===== config.mk =====
export PLATFORM = sky130hd
export DESIGN_NAME = input_ram_loader
export DESIGN_NICKNAME = d
export VERILOG_FILES = /design/src/rtl/input_ram_loader.sv
export SDC_FILE = /design/constraint.sdc
export NUM_CORES = 1
export LEC_CHECK = 0
export BUFFER_PORTS_ARGS = -buffer_cell sky130_fd_sc_hd__buf_2
export CELL_PAD_IN_SITES_DETAIL_PLACEMENT = 1
export CELL_PAD_IN_SITES_GLOBAL_PLACEMENT = 1
export CORE_UTILIZATION = 33
export CTS_CLUSTER_SIZE = 20
export DETAILED_ROUTE_END_ITERATION = 7
export GPL_TIMING_DRIVEN = 0
export HOLD_SLACK_MARGIN = 0.12
export PLACE_DENSITY_LB_ADDON = 0.12
export SLEW_MARGIN = 20
export SYNTH_ARGS = -nofsm -noshare
export SYNTH_HDL_FRONTEND = slang
export SYNTH_SLANG_ARGS = --single-unit

===== constraint.sdc =====
create_clock -name clk -period 1.7 [get_ports clk]
set_input_delay 0.085 -clock clk [delete_from_list [all_inputs] [get_ports clk]]
set_output_delay 0.085 -clock clk [all_outputs]
set_load 0.02 [all_outputs]

===== src/rtl/input_ram_loader.sv =====
// Writer side of the input operand RAM: streams a batch of words into the RAM,
// zero-pads the remaining addresses, then runs the start/done handshake with the Controller.
module input_ram_loader #(
    parameter int DATA_W       = 16,
    parameter int ADDR_W       = 4,
    parameter int START_CYCLES = 2
) (
    input  logic              clk,
    input  logic              rst,
    input  logic              load_req,
    input  logic              in_valid,
    input  logic [DATA_W-1:0] in_data,
    input  logic              in_last,
    output logic              in_ready,
    output logic              ram_we,
    output logic [ADDR_W-1:0] ram_addr,
    output logic [DATA_W-1:0] ram_wdata,
    output logic              start,
    input  logic              done,
    output logic              busy,
    output logic [ADDR_W:0]   loaded_cnt,
    output logic              batch_done,
    output logic              err_overflow
);

    localparam int CNT_W = $clog2(START_CYCLES) + 1;
    localparam logic [ADDR_W-1:0] LAST_ADDR = {ADDR_W{1'b1}};

    typedef enum logic [2:0] {
        S_IDLE      = 3'd0,
        S_LOAD      = 3'd1,
        S_PAD       = 3'd2,
        S_START     = 3'd3,
        S_WAIT_DONE = 3'd4
    } state_t;

    state_t            state_r;
    logic [ADDR_W-1:0] addr_r;
    logic [ADDR_W:0]   loaded_cnt_r;
    logic [CNT_W-1:0]  start_cnt_r;
    logic              start_r;
    logic              batch_done_r;
    logic              err_overflow_r;

    logic              in_ready_s;
    logic              ram_we_s;
    logic [DATA_W-1:0] ram_wdata_s;
    logic              xfer_s;

    // Write port and source handshake decode; stream words go to the RAM in the cycle they are accepted.
    always_comb begin
        in_ready_s  = 1'b0;
        ram_we_s    = 1'b0;
        ram_wdata_s = {DATA_W{1'b0}};
        case (state_r)
            S_LOAD: begin
                in_ready_s = 1'b1;
                ram_we_s   = in_valid;
                if (in_valid) begin
                    ram_wdata_s = in_data;
                end else begin
                    ram_wdata_s = {DATA_W{1'b0}};
                end
            end
            S_PAD: begin
                ram_we_s    = 1'b1;
                ram_wdata_s = {DATA_W{1'b0}};
            end
            default: begin
                in_ready_s  = 1'b0;
                ram_we_s    = 1'b0;
                ram_wdata_s = {DATA_W{1'b0}};
            end
        endcase
    end

    assign xfer_s = in_valid & in_ready_s;

    // Batch sequencer: address/count bookkeeping, start pulse timing and done handling.
    always_ff @(posedge clk or negedge rst) begin
        if (!rst) begin
            state_r        <= S_IDLE;
            addr_r         <= {ADDR_W{1'b0}};
            loaded_cnt_r   <= {(ADDR_W+1){1'b0}};
            start_cnt_r    <= {CNT_W{1'b0}};
            start_r        <= 1'b0;
            batch_done_r   <= 1'b0;
            err_overflow_r <= 1'b0;
        end else begin
            batch_done_r <= 1'b0;
            case (state_r)
                S_IDLE: begin
                    if (load_req) begin
                        addr_r         <= {ADDR_W{1'b0}};
                        loaded_cnt_r   <= {(ADDR_W+1){1'b0}};
                        err_overflow_r <= 1'b0;
                        state_r        <= S_LOAD;
                    end
                end
                S_LOAD: begin
                    if (xfer_s) begin
                        addr_r       <= addr_r + ADDR_W'(1);
                        loaded_cnt_r <= loaded_cnt_r + (ADDR_W+1)'(1);
                        if (addr_r == LAST_ADDR) begin
                            // RAM is full: a missing in_last here means the source overran the batch
                            err_overflow_r <= ~in_last;
                            start_r        <= 1'b1;
                            start_cnt_r    <= CNT_W'(START_CYCLES - 1);
                            state_r        <= S_START;
                        end else if (in_last) begin
                            state_r <= S_PAD;
                        end
                    end
                end
                S_PAD: begin
                    addr_r <= addr_r + ADDR_W'(1);
                    if (addr_r == LAST_ADDR) begin
                        start_r     <= 1'b1;
                        start_cnt_r <= CNT_W'(START_CYCLES - 1);
                        state_r     <= S_START;
                    end
                end
                S_START: begin
                    if (start_cnt_r == CNT_W'(0)) begin
                        start_r <= 1'b0;
                        state_r <= S_WAIT_DONE;
                    end else begin
                        start_cnt_r <= start_cnt_r - CNT_W'(1);
                    end
                end
                S_WAIT_DONE: begin
                    if (done) begin
                        batch_done_r <= 1'b1;
                        state_r      <= S_IDLE;
                    end
                end
                default: begin
                    start_r <= 1'b0;
                    state_r <= S_IDLE;
                end
            endcase
        end
    end

    assign in_ready     = in_ready_s;
    assign ram_we       = ram_we_s;
    assign ram_addr     = addr_r;
    assign ram_wdata    = ram_wdata_s;
    assign start        = start_r;
    assign busy         = (state_r != S_IDLE);
    assign loaded_cnt   = loaded_cnt_r;
    assign batch_done   = batch_done_r;
    assign err_overflow = err_overflow_r;

endmodule


==> results of run 1 <==
[cells in the mapped netlist, drive strengths merged (2+ instances only)]
library cell | n | area share [%]
a2111oi | 3 | 2.3
a211oi | 2 | 1.3
a21o | 2 | 1.3
a21oi | 4 | 1.8
a22o | 6 | 4.7
and2 | 16 | 8.9
and3 | 2 | 1.1
and4bb | 2 | 2.2
buf | 4 | 2.6
clkbuf | 4 | 1.3
dfrtp | 17 | 38
ha | 3 | 3.3
inv | 6 | 2.0
mux2 | 2 | 2.0
mux2i | 2 | 1.8
nand2 | 3 | 1.0
nand3 | 5 | 2.2
nor2 | 3 | 1.0
nor2b | 3 | 1.7
o21ai | 3 | 1.3
o32a | 2 | 1.8
or3 | 2 | 1.6
xnor2 | 3 | 2.3
[layout by cell type, fill, tap and decap left out, types with 2 or more instances in the layout]
| cell | n |
|---|---|
| sky130_fd_sc_hd__a22o_1 | 6 |
| sky130_fd_sc_hd__ha_1 | 2 |
| sky130_fd_sc_hd__dlygate4sd3_1 | 4 |
| sky130_fd_sc_hd__a21oi_1 | 3 |
| sky130_fd_sc_hd__nor2b_1 | 3 |
| sky130_fd_sc_hd__xnor2_1 | 3 |
| sky130_fd_sc_hd__o21ai_0 | 3 |
| sky130_fd_sc_hd__nor2_1 | 3 |
| sky130_fd_sc_hd__nand2_1 | 3 |
| sky130_fd_sc_hd__buf_2 | 50 |
| sky130_fd_sc_hd__clkbuf_4 | 4 |
| sky130_fd_sc_hd__and4bb_2 | 2 |
| sky130_fd_sc_hd__a211oi_1 | 2 |
| sky130_fd_sc_hd__a21o_1 | 2 |
| sky130_fd_sc_hd__mux2_2 | 2 |
| sky130_fd_sc_hd__and2_1 | 16 |
| sky130_fd_sc_hd__clkbuf_1 | 2 |
| sky130_fd_sc_hd__a2111oi_0 | 2 |
| sky130_fd_sc_hd__inv_1 | 5 |
| sky130_fd_sc_hd__buf_6 | 4 |
| sky130_fd_sc_hd__and3_1 | 2 |
| sky130_fd_sc_hd__buf_4 | 9 |
| sky130_fd_sc_hd__mux2i_1 | 2 |
| sky130_fd_sc_hd__nand3_1 | 5 |
| sky130_fd_sc_hd__dfrtp_1 | 16 |
| sky130_fd_sc_hd__o32a_1 | 2 |
[state kept, by name, indices dropped and copies added (netlist names)]
register	count
loaded_cnt	5
ram_addr	4
state_r	3
start_cnt_r	2
batch_done	1
err_overflow	1
start	1
[stage by stage]
| step | instance area (um^2) | setup slack, ps | std cells | total power, mW |
|---|---|---|---|---|
| 2_1_floorplan | 1125 | 186.0 | 117 | 1.705 |
| 3_3_place_gp | 1440 | 172.4 | 213 | 2.100 |
| 3_5_place_dp | 1440 | 153.6 | 213 | 2.138 |
| 4_1_cts | 1524 | 11.80 | 222 | 2.408 |
| 5_1_grt | 1585 | -41.66 | 226 | 2.739 |
| 6_report | 1585 | 27.66 | 226 | 2.524 |
[critical path: cells and delay by family, from the launching register on]
family | cells | cell delay, ps
AND/OR/NAND/NOR | 1 | 230
AO/OA/AOI/OAI | 1 | 250
flip-flops | 1 | 430
buffers and inverters | 2 | 370
[power by group]
part | internal [mW] | total [mW] | switching, mW
Clock | 0.0915 | 0.228 | 0.136
Combinational | 0.744 | 1.61 | 0.870
Sequential | 0.536 | 0.682 | 0.146
[worst max path at each step]
stage / from / endpoint / slack [ps] / depth (start not counted)
5_1_grt: state_r[1] / ram_we / -40 / 4
4_1_cts: state_r[1] / ram_we / 10 / 4
2_1_floorplan: state_r[1] / loaded_cnt[2] / 190 / 4
3_5_place_dp: ram_addr[0] / err_overflow / 150 / 4
6_report: state_r[1] / ram_we / 30 / 4
3_3_place_gp: ram_addr[0] / err_overflow / 170 / 4
[kinds of logic (layout without fill, tap and decap cells)]
| kind of cell | after synthesis | after routing | synth area share [%] |
|---|---|---|---|
| AO/OA/AOI/OAI | 31 | 31 | 21.02 |
| AND/OR/NAND/NOR | 44 | 44 | 24.92 |
| flip-flops | 17 | 17 | 37.82 |
| multiplexers | 4 | 4 | 3.782 |
| buffers and inverters | 14 | 79 | 5.895 |
| adder cells (fa/ha/maj) | 4 | 4 | 4.227 |
| XOR/XNOR | 3 | 3 | 2.336 |
[layout make-up]
class / instances / area (um^2)
inverters: 6 / 22.52
flip-flops and latches: 17 / 426.7
plain buffers: 8 / 68.82
well taps: 44 / 55.05
multi-input cells: 86 / 640.6
repair buffers: 61 / 345.3
fillers: 406 / 1568
clock buffers: 4 / 26.28
[routing by layer]
metal / vias to the layer above / GRT usage [%]
li1: 560 / -
met1: 585 / 23.03
met2: 35 / 32.03
met4: 0 / 3.987
met5: - / 0
met3: 3 / 4.051
[repair_timing]
action	CTS	global route
hold endpoints to repair	21	0
gates resized for setup	5	17
setup buffers	1	4
setup endpoints to repair	18	19
hold buffers	4	0
pin swaps	0	2
==> metrics.txt, run 1 <==
uppermost layer routed=met4; arrival time at the worst endpoint=1590 ps; register-to-register setup slack=130 ps; cells after synthesis=117; remaining antenna violation count=0; type of the most critical hold path=primary input to async pin; via density per instance=5.235; total met2 wirelength after detailed routing=1.656 mm; startpoint kind of the worst setup timing path=flop; hpwl dp=2.433 mm; antenna diode instance count=0; average wire per standard cell=14.18 um; worst vdd rail ir drop=0.6856 mV; largest clock skew in the final design=13.06 ps; Routed met3 length=132 um; Pre-antenna DRT Iters=4; number of placement rows=20; number of max-slew violations in the final report=0; final routed DRC violation total=0; Buffers on Ports=52; total standard cell area after synthesis=1125 um^2; iteration-0 DRC count of the detailed router=27; Bufs on Longest Clock Path=2; warning count from the yosys run=0; clock-pin slew of the registers on the worst-case setup and hold paths=110 ps; Clock Tree Root=sky130_fd_sc_hd__clkbuf_4; global-route wire length before repair=5.009 mm; die span in y=60.38 um; largest net degree at the start of global routing=18; total I/O pin count=53; Hold Worst Slack=224.0 ps; share of the yosys chip area belonging to registers=37.82%; max-capacitance violation count=0; antenna violations before repair=0; capturing point of the worst reg2reg path=start; CP Capture Type=output pin; number of global-route vias before repair=1,150; Num Clock Sinks=17; mean instance size in the synthesized netlist=9.614 um^2; Max stage delay cell, worst path=sky130_fd_sc_hd__dfrtp_1; setup violation total in the final timing report=0; maximum net fanout on the critical path=10; Final #Nets=208; Starting Density=35.67%; WP data required=1620 ps; Core Footprint=3153 um^2; worst setup path category=flop to output pin; global route total overflow=0; period utilization=98.37%; register bit count reported by yosys=17; vias after detailed routing=1,183; fraction of layout instances using a drive strength above 1=42.31%; sequence of cells on the critical path=buf_2 > nand3b_1 > a21oi_2 > buf_4; area grow syn2layout=40.93%; total detailed-routing wirelength=3.204 mm; GP Congestion=0.8036; CTS tree=yes; count of unique library cells instantiated by Yosys=45; number of buffers added by the clock tree synthesis step=3; final critical path time including I/O delays and setup=1672 ps; pin slew with the least headroom to its limit=411.9 ps; clock network latency to the later pin of the worst-skew pair=300 ps; post-synth net total=142; RSZ-0062 raised after global routing=yes; depth of the worst register-to-register path=5; largest incremental delay on the critical path=430 ps; run status=finished, final reports clean; routed metal-1 wire length=1.398 mm; die width=60.38 um; Sum Neg Setup Slack=0 ps; die outline area=3646 um^2; total power per unit cell area=1592 nW/um^2; maximum frequency from static timing analysis=598.0 MHz; worst reg2reg path startpoint=start_cnt_r[0]; final standard cell utilization of the core=50.28%; proportion of register bits with asynchronous set or reset after synthesis=100.0%; Clock H-tree levels=1; most used flip-flop cell after synthesis=sky130_fd_sc_hd__dfrtp_1; max-slew headroom at the worst pin=71.76%; number of enable flip-flop cells after synthesis=0; aggregate global-route resource usage=18.33%; number of failing hold endpoints at the final stage=0; Leakage=0.8188 nW
No activity file was read; power rests on OpenSTA's default activity.
==> inputs of run 2 (changes only) <==
--- a/config.mk
+++ b/config.mk
@@ -8,12 +8,12 @@
 export BUFFER_PORTS_ARGS = -buffer_cell sky130_fd_sc_hd__buf_2
 export CELL_PAD_IN_SITES_DETAIL_PLACEMENT = 1
 export CELL_PAD_IN_SITES_GLOBAL_PLACEMENT = 1
-export CORE_UTILIZATION = 33
+export CORE_UTILIZATION = 31
 export CTS_CLUSTER_SIZE = 20
 export DETAILED_ROUTE_END_ITERATION = 7
 export GPL_TIMING_DRIVEN = 0
 export HOLD_SLACK_MARGIN = 0.12
-export PLACE_DENSITY_LB_ADDON = 0.12
+export PLACE_DENSITY_LB_ADDON = 0.1
 export SLEW_MARGIN = 20
 export SYNTH_ARGS = -nofsm -noshare
 export SYNTH_HDL_FRONTEND = slang
==> run 2 against run 1 <==
  * Sequential share of layout area shrank 0.085 points
  * First-iteration DRC count is 110% higher
  * Critical path depth is the same
  * Clock skew down 5.2 ps
==> metrics.txt, run 2 (synthesized netlist as in run 1, its figures left out) <==
Clock H-tree levels=1 (unchanged); total I/O pin count=53 (unchanged); Sum Neg Setup Slack=0 ps (unchanged); aggregate global-route resource usage=18.13% (-0.20 points); type of the most critical hold path=primary input to async pin; final critical path time including I/O delays and setup=1646 ps (-26.42 ps); Final #Nets=206 (-0.96%); GP Congestion=0.8032 (about the same); global route total overflow=0 (unchanged); maximum frequency from static timing analysis=607.6 MHz (+1.6%); die span in y=62.24 um (+3.1%); total detailed-routing wirelength=3.299 mm (+3.0%); max-slew headroom at the worst pin=68.75% (-3.0 points); total power draw=2.539 mW (+0.60%); Clock Tree Root=sky130_fd_sc_hd__clkbuf_4; clock-pin slew of the registers on the worst-case setup and hold paths=100 ps (about the same); most used cells in the layout excluding fill and tap cells=sky130_fd_sc_hd__buf_2 (50), sky130_fd_sc_hd__and2_1 (16), sky130_fd_sc_hd__dfrtp_1 (16); antenna violations before repair=0 (unchanged); number of max-slew violations in the final report=0 (unchanged); Starting Density=32.93% (-2.7 points); number of buffers added by the clock tree synthesis step=3 (unchanged); maximum net fanout on the critical path=10 (unchanged); worst setup path category=flop to output pin; hpwl dp=2.465 mm (+1.3%); antenna diode instance count=0 (unchanged); period utilization=96.82% (-1.6 points); average wire per standard cell=14.60 um (+3.0%); fraction of layout instances using a drive strength above 1=42.22% (-0.085 points); commonest non-fill, non-tap cell in the layout=sky130_fd_sc_hd__buf_2; Leakage=0.8175 nW (-0.16%); run status=finished, final reports clean; die width=62.24 um (+3.1%); via density per instance=5.111 (-2.4%); CP Capture Type=output pin; Core Footprint=3416 um^2 (+8.3%); die outline area=3873 um^2 (+6.2%); sequential standard cell area=426.7 um^2 (unchanged); number of placement rows=21 (+5.0%); arrival time at the worst endpoint=1560 ps (-30 ps); worst setup slack after placement=145.3 ps (-8.362 ps); largest clock skew in the final design=7.818 ps (-5.240 ps); pin slew with the least headroom to its limit=455.8 ps (+43.89 ps); total power per unit cell area=1596 nW/um^2 (+0.28%); worst reg2reg path startpoint=state_r[1]; max-capacitance violation count=0 (unchanged); setup violation total in the final timing report=0 (unchanged); startpoint kind of the worst setup timing path=flop; WP data required=1620 ps (about the same); area used by multi-input combinational logic=653.1 um^2 (+2.0%); iteration-0 DRC count of the detailed router=56 (+110%); worst vdd rail ir drop=0.7114 mV (+3.8%); Num Clock Sinks=17 (unchanged); area grow syn2layout=41.38%; Pre-antenna DRT Iters=4 (unchanged); vias after detailed routing=1,155 (-2.4%); Bufs on Longest Clock Path=2 (unchanged); clock network latency to the later pin of the worst-skew pair=300 ps (about the same); final routed DRC violation total=0 (unchanged); RSZ-0062 raised after global routing=yes; number of filler instances in the final layout=418 (+3.0%); max reg flops=5 (unchanged); number of global-route vias before repair=1,162 (+1.0%); largest net degree at the start of global routing=18 (unchanged); CTS tree=yes; depth of the worst register-to-register path=5 (unchanged); Buffers on Ports=52 (unchanged); remaining antenna violation count=0 (unchanged); register-to-register setup slack=100 ps (-30 ps); number of failing hold endpoints at the final stage=0 (unchanged); capturing point of the worst reg2reg path=ram_addr[0]; setup slack of the critical path after layout=54.08 ps (+26.42 ps); global-route wire length before repair=5.540 mm (+11%)
run 2: cell types whose count changed in the layout (fill, tap and decap cells not counted), sizes merged:
cell	previous run	this run
clkinv	0	1
clkbuf	6	4
buf	63	62
run 2: worst max path at each step:
stage / from / end / slack (ps)
6_report: state_r[0] / busy / 50
5_1_grt: state_r[1] / ram_we / -9
4_1_cts: state_r[2] / ram_wdata[10] / 2
3_5_place_dp: state_r[2] / loaded_cnt[2] / 150
3_3_place_gp: state_r[2] / loaded_cnt[2] / 180
2_1_floorplan: state_r[1] / loaded_cnt[2] / 190
run 2: through the flow:
step | cell area, um^2 | hold WS, ps | std cells | utilization, %
4_1_cts | 1528 | 231.1 | 223 | 44.73
6_report | 1590 | 232.0 | 226 | 46.56
3_5_place_dp | 1443 | 33.80 | 215 | 42.23
2_1_floorplan | 1125 | -210.6 | 117 | -
3_3_place_gp | 1443 | 38.03 | 215 | 42.23
5_1_grt | 1590 | 249.8 | 226 | 46.56
run 2: power by group:
part	internal [mW]	switching (mW)
logic	0.735	0.903
clock network	0.0878	0.130
registers	0.537	0.145
total	1.36	1.18
run 2: layout make-up:
class                   count  share of cell area, %
repair buffers             59                  21.01
clock inverters             1                 0.3147
well taps                  46                  3.619
flip-flops and latches     17                  26.83
multi-input cells          86                  41.07
plain buffers               8                  4.327
clock buffers               3                  1.416
inverters                   6                  1.416
run 2: worst max-delay path, stage by stage (launching register included):
cell,delay (ps)
sky130_fd_sc_hd__dfrtp_2,440
sky130_fd_sc_hd__buf_6,150
sky130_fd_sc_hd__buf_4,170
sky130_fd_sc_hd__or3_1,340
sky130_fd_sc_hd__buf_2,160
run 2: routing by layer:
metal | up-vias | routed length, um | part of all wire [%] | GRT usage, %
met2 | 47 | 1605 | 49 | 30.91
met1 | 548 | 1460 | 44 | 22.81
met5 | - | 0 | 0 | 0
li1 | 555 | - | - | -
met3 | 5 | 200 | 6.1 | 4.596
met4 | 0 | 34 | 1.0 | 4.360
run 2: repair_timing:
action                                  in CTS  in global routing
endpoints found under the hold margin       21                  0
endpoints found under the setup margin      18                 19
buffers inserted                             0                  3
gates resized for setup                      8                 14
pin swaps                                    0                  2
hold buffers                                 4                  0
==> inputs of run 3 (changes only) <==
--- a/config.mk
+++ b/config.mk
@@ -8,12 +8,14 @@
 export BUFFER_PORTS_ARGS = -buffer_cell sky130_fd_sc_hd__buf_2
 export CELL_PAD_IN_SITES_DETAIL_PLACEMENT = 1
 export CELL_PAD_IN_SITES_GLOBAL_PLACEMENT = 1
+export CORE_MARGIN = 3
 export CORE_UTILIZATION = 31
 export CTS_CLUSTER_SIZE = 20
 export DETAILED_ROUTE_END_ITERATION = 7
 export GPL_TIMING_DRIVEN = 0
 export HOLD_SLACK_MARGIN = 0.12
 export PLACE_DENSITY_LB_ADDON = 0.1
+export SETUP_SLACK_MARGIN = 0.3
 export SLEW_MARGIN = 20
 export SYNTH_ARGS = -nofsm -noshare
 export SYNTH_HDL_FRONTEND = slang
==> constraint.sdc (replaced) <==
create_clock -name clk -period 2.1 [get_ports clk]
set_input_delay 0.105 -clock clk [delete_from_list [all_inputs] [get_ports clk]]
set_output_delay 0.105 -clock clk [all_outputs]
set_load 0.02 [all_outputs]
==> run 3 against run 2 <==
  * Power decreased by 24%
  * Critical path depth stayed put
  * Via count down 2.1%
  * First-iteration DRC count down 13%
  * Cell area fell by 4.5%
  * Sequential share of layout area increased by 1.2 points
  * Combinational power down 27%
  * Clock power decreased by 15%
  * Hold slack better by 12 ps
  * Register-to-register slack better by 460 ps
  * Non-clock buffer count decreased by 3
==> metrics.txt, run 3 (synthesized netlist as in run 1, its figures left out) <==
run status=finished, final reports clean; final routed DRC violation total=0 (unchanged); maximum frequency from static timing analysis=581.4 MHz; number of failing hold endpoints at the final stage=0 (unchanged); clock network latency to the later pin of the worst-skew pair=300 ps (about the same); register-to-register setup slack=560 ps (+460 ps); worst setup path category=flop to output pin; sw frac=47.27% (+0.83 points); Sum Neg Setup Slack=0 ps (unchanged); max-slew headroom at the worst pin=69.57% (+0.82 points); number of global-route vias before repair=1,183 (+1.8%); Starting Density=32.93% (unchanged); antenna diode instance count=0 (unchanged); die span in y=66.24 um (+6.4%); Max stage delay cell, worst path=sky130_fd_sc_hd__dfrtp_1; Clock Tree Root=sky130_fd_sc_hd__clkbuf_4; maximum net fanout on the critical path=10 (unchanged); sequence of cells on the critical path=buf_2 > clkbuf_2 > or3_1 > buf_2; Pre-antenna DRT Iters=5 (+1); Hold Worst Slack=244.0 ps (+11.99 ps); aggregate global-route resource usage=16.20% (-1.9 points); number of buffers added by the clock tree synthesis step=3 (unchanged); max-capacitance violation count=0 (unchanged); Clock H-tree levels=1 (unchanged); Num Clock Sinks=17 (unchanged); number of max-slew violations in the final report=0 (unchanged); total I/O pin count=53 (unchanged); largest clock skew in the final design=13.40 ps (+5.584 ps); capturing point of the worst reg2reg path=err_overflow; CTS tree=yes; number of placement rows=21 (unchanged); power share of the clock group=9.7% (+1.1 points); largest incremental delay on the critical path=430 ps (about the same); via density per instance=5.072 (-0.76%); net switching power of the design=910.7 uW (-23%); type of the most critical hold path=primary input to async pin; startpoint kind of the worst setup timing path=flop; max reg flops=5 (unchanged); Final #Nets=203 (-1.5%); vias after detailed routing=1,131 (-2.1%); Leakage=0.7913 nW (-3.2%); CP Capture Type=output pin; global-route wire length before repair=5.526 mm (-0.25%); Top Family by Delay on Critical Path=buffers and inverters; worst vdd rail ir drop=0.5384 mV (-24%); most used cells in the layout excluding fill and tap cells=sky130_fd_sc_hd__buf_2 (54), sky130_fd_sc_hd__dfrtp_1 (17), sky130_fd_sc_hd__and2_1 (16); RSZ-0062 raised after global routing=yes; arrival time at the worst endpoint=1620 ps (+60 ps); number of filler instances in the final layout=411 (-1.7%); most used cell along the critical path=sky130_fd_sc_hd__buf_2; depth of the worst register-to-register path=4 (-1); total power per unit cell area=1268 nW/um^2 (-21%); average wire per standard cell=14.55 um (-0.34%); area grow syn2layout=35.04%; combinational share of power=61.9% (-2.6 points); fraction of layout instances using a drive strength above 1=39.55% (-2.7 points); Buffers & Inverters on Critical Path=3 (unchanged); worst reg2reg path startpoint=ram_addr[0]; setup violation total in the final timing report=0 (unchanged); sequential fraction of design power=28.5% (+1.6 points); total detailed-routing wirelength=3.244 mm (-1.7%); hpwl dp=2.596 mm (+5.3%); WP data required=2000 ps (+380 ps); die outline area=4387 um^2 (+13%); pin slew with the least headroom to its limit=443.7 ps (-12.02 ps); Buffers on Ports=52 (unchanged); Bufs on Longest Clock Path=2 (unchanged); period utilization=81.91%; antenna violations before repair=0 (unchanged); largest net degree at the start of global routing=18 (unchanged); iteration-0 DRC count of the detailed router=49 (-13%); GP Congestion=0.7979 (-0.66%); global route total overflow=0 (unchanged); internal power of the cells=1.016 mW (-25%); commonest non-fill, non-tap cell in the layout=sky130_fd_sc_hd__buf_2; clock-pin slew of the registers on the worst-case setup and hold paths=110 ps (about the same); remaining antenna violation count=0 (unchanged); Core Footprint=3416 um^2 (unchanged); final critical path time including I/O delays and setup=1720 ps; die width=66.24 um (+6.4%)
-- run 3: worst max-delay path by stage --
stage / depth (start not counted) / to / from
3_3_place_gp: 4 / loaded_cnt[2] / state_r[2]
4_1_cts: 4 / busy / state_r[2]
6_report: 4 / busy / state_r[2]
2_1_floorplan: 4 / loaded_cnt[2] / state_r[1]
3_5_place_dp: 4 / loaded_cnt[2] / state_r[2]
5_1_grt: 4 / busy / state_r[2]
-- run 3: layout make-up --
class	count	area [um^2]	area share, %
Timing Repair Buffer	56	300.3	19.77
Multi-Input combinational cell	86	636.9	41.93
Tap cell	46	57.56	3.789
Inverter	6	22.52	1.483
Sequential cell	17	425.4	28.01
Buffer	8	50.05	3.295
Clock buffer	4	26.28	1.730
-- run 3: repair_timing --
| action | in CTS | in global routing |
|---|---|---|
| gates cloned | 0 | 0 |
| hold buffers | 4 | 0 |
| resized for setup | 2 | 6 |
| buffers inserted | 0 | 0 |
| setup endpoints to repair | 13 | 13 |
| hold endpoints to repair | 21 | 0 |
| pin swaps | 0 | 1 |
-- run 3: power groups by stage --
stage,Combinational [mW],Sequential (mW),Clock (mW)
floorplan,0.774,0.607,0
global route,1.33,0.578,0.208
finish,1.19,0.549,0.186
CTS,1.20,0.551,0.200
global placement,1.16,0.549,0
detailed placement,1.18,0.556,0
-- run 3: through the flow --
stage          power (mW)  utilization, %  worst slack (ps)  cell area [um^2]  instances
2_1_floorplan       1.380               -             586.0              1125        117
3_3_place_gp        1.712           42.23             568.7              1443        215
3_5_place_dp        1.738           42.23             556.8              1443        215
4_1_cts             1.948           44.25             305.8              1511        223
5_1_grt             2.114           44.47             273.9              1519        223
6_report            1.926           44.47             379.9              1519        223
-- run 3: routing by layer --
layer | GRT usage, % | vias up | wire length [um]
li1 | - | 553 | -
met1 | 19.86 | 546 | 1371
met2 | 29.00 | 28 | 1692
met3 | 2.891 | 4 | 151
met4 | 3.807 | 0 | 28
met5 | 0 | - | 0
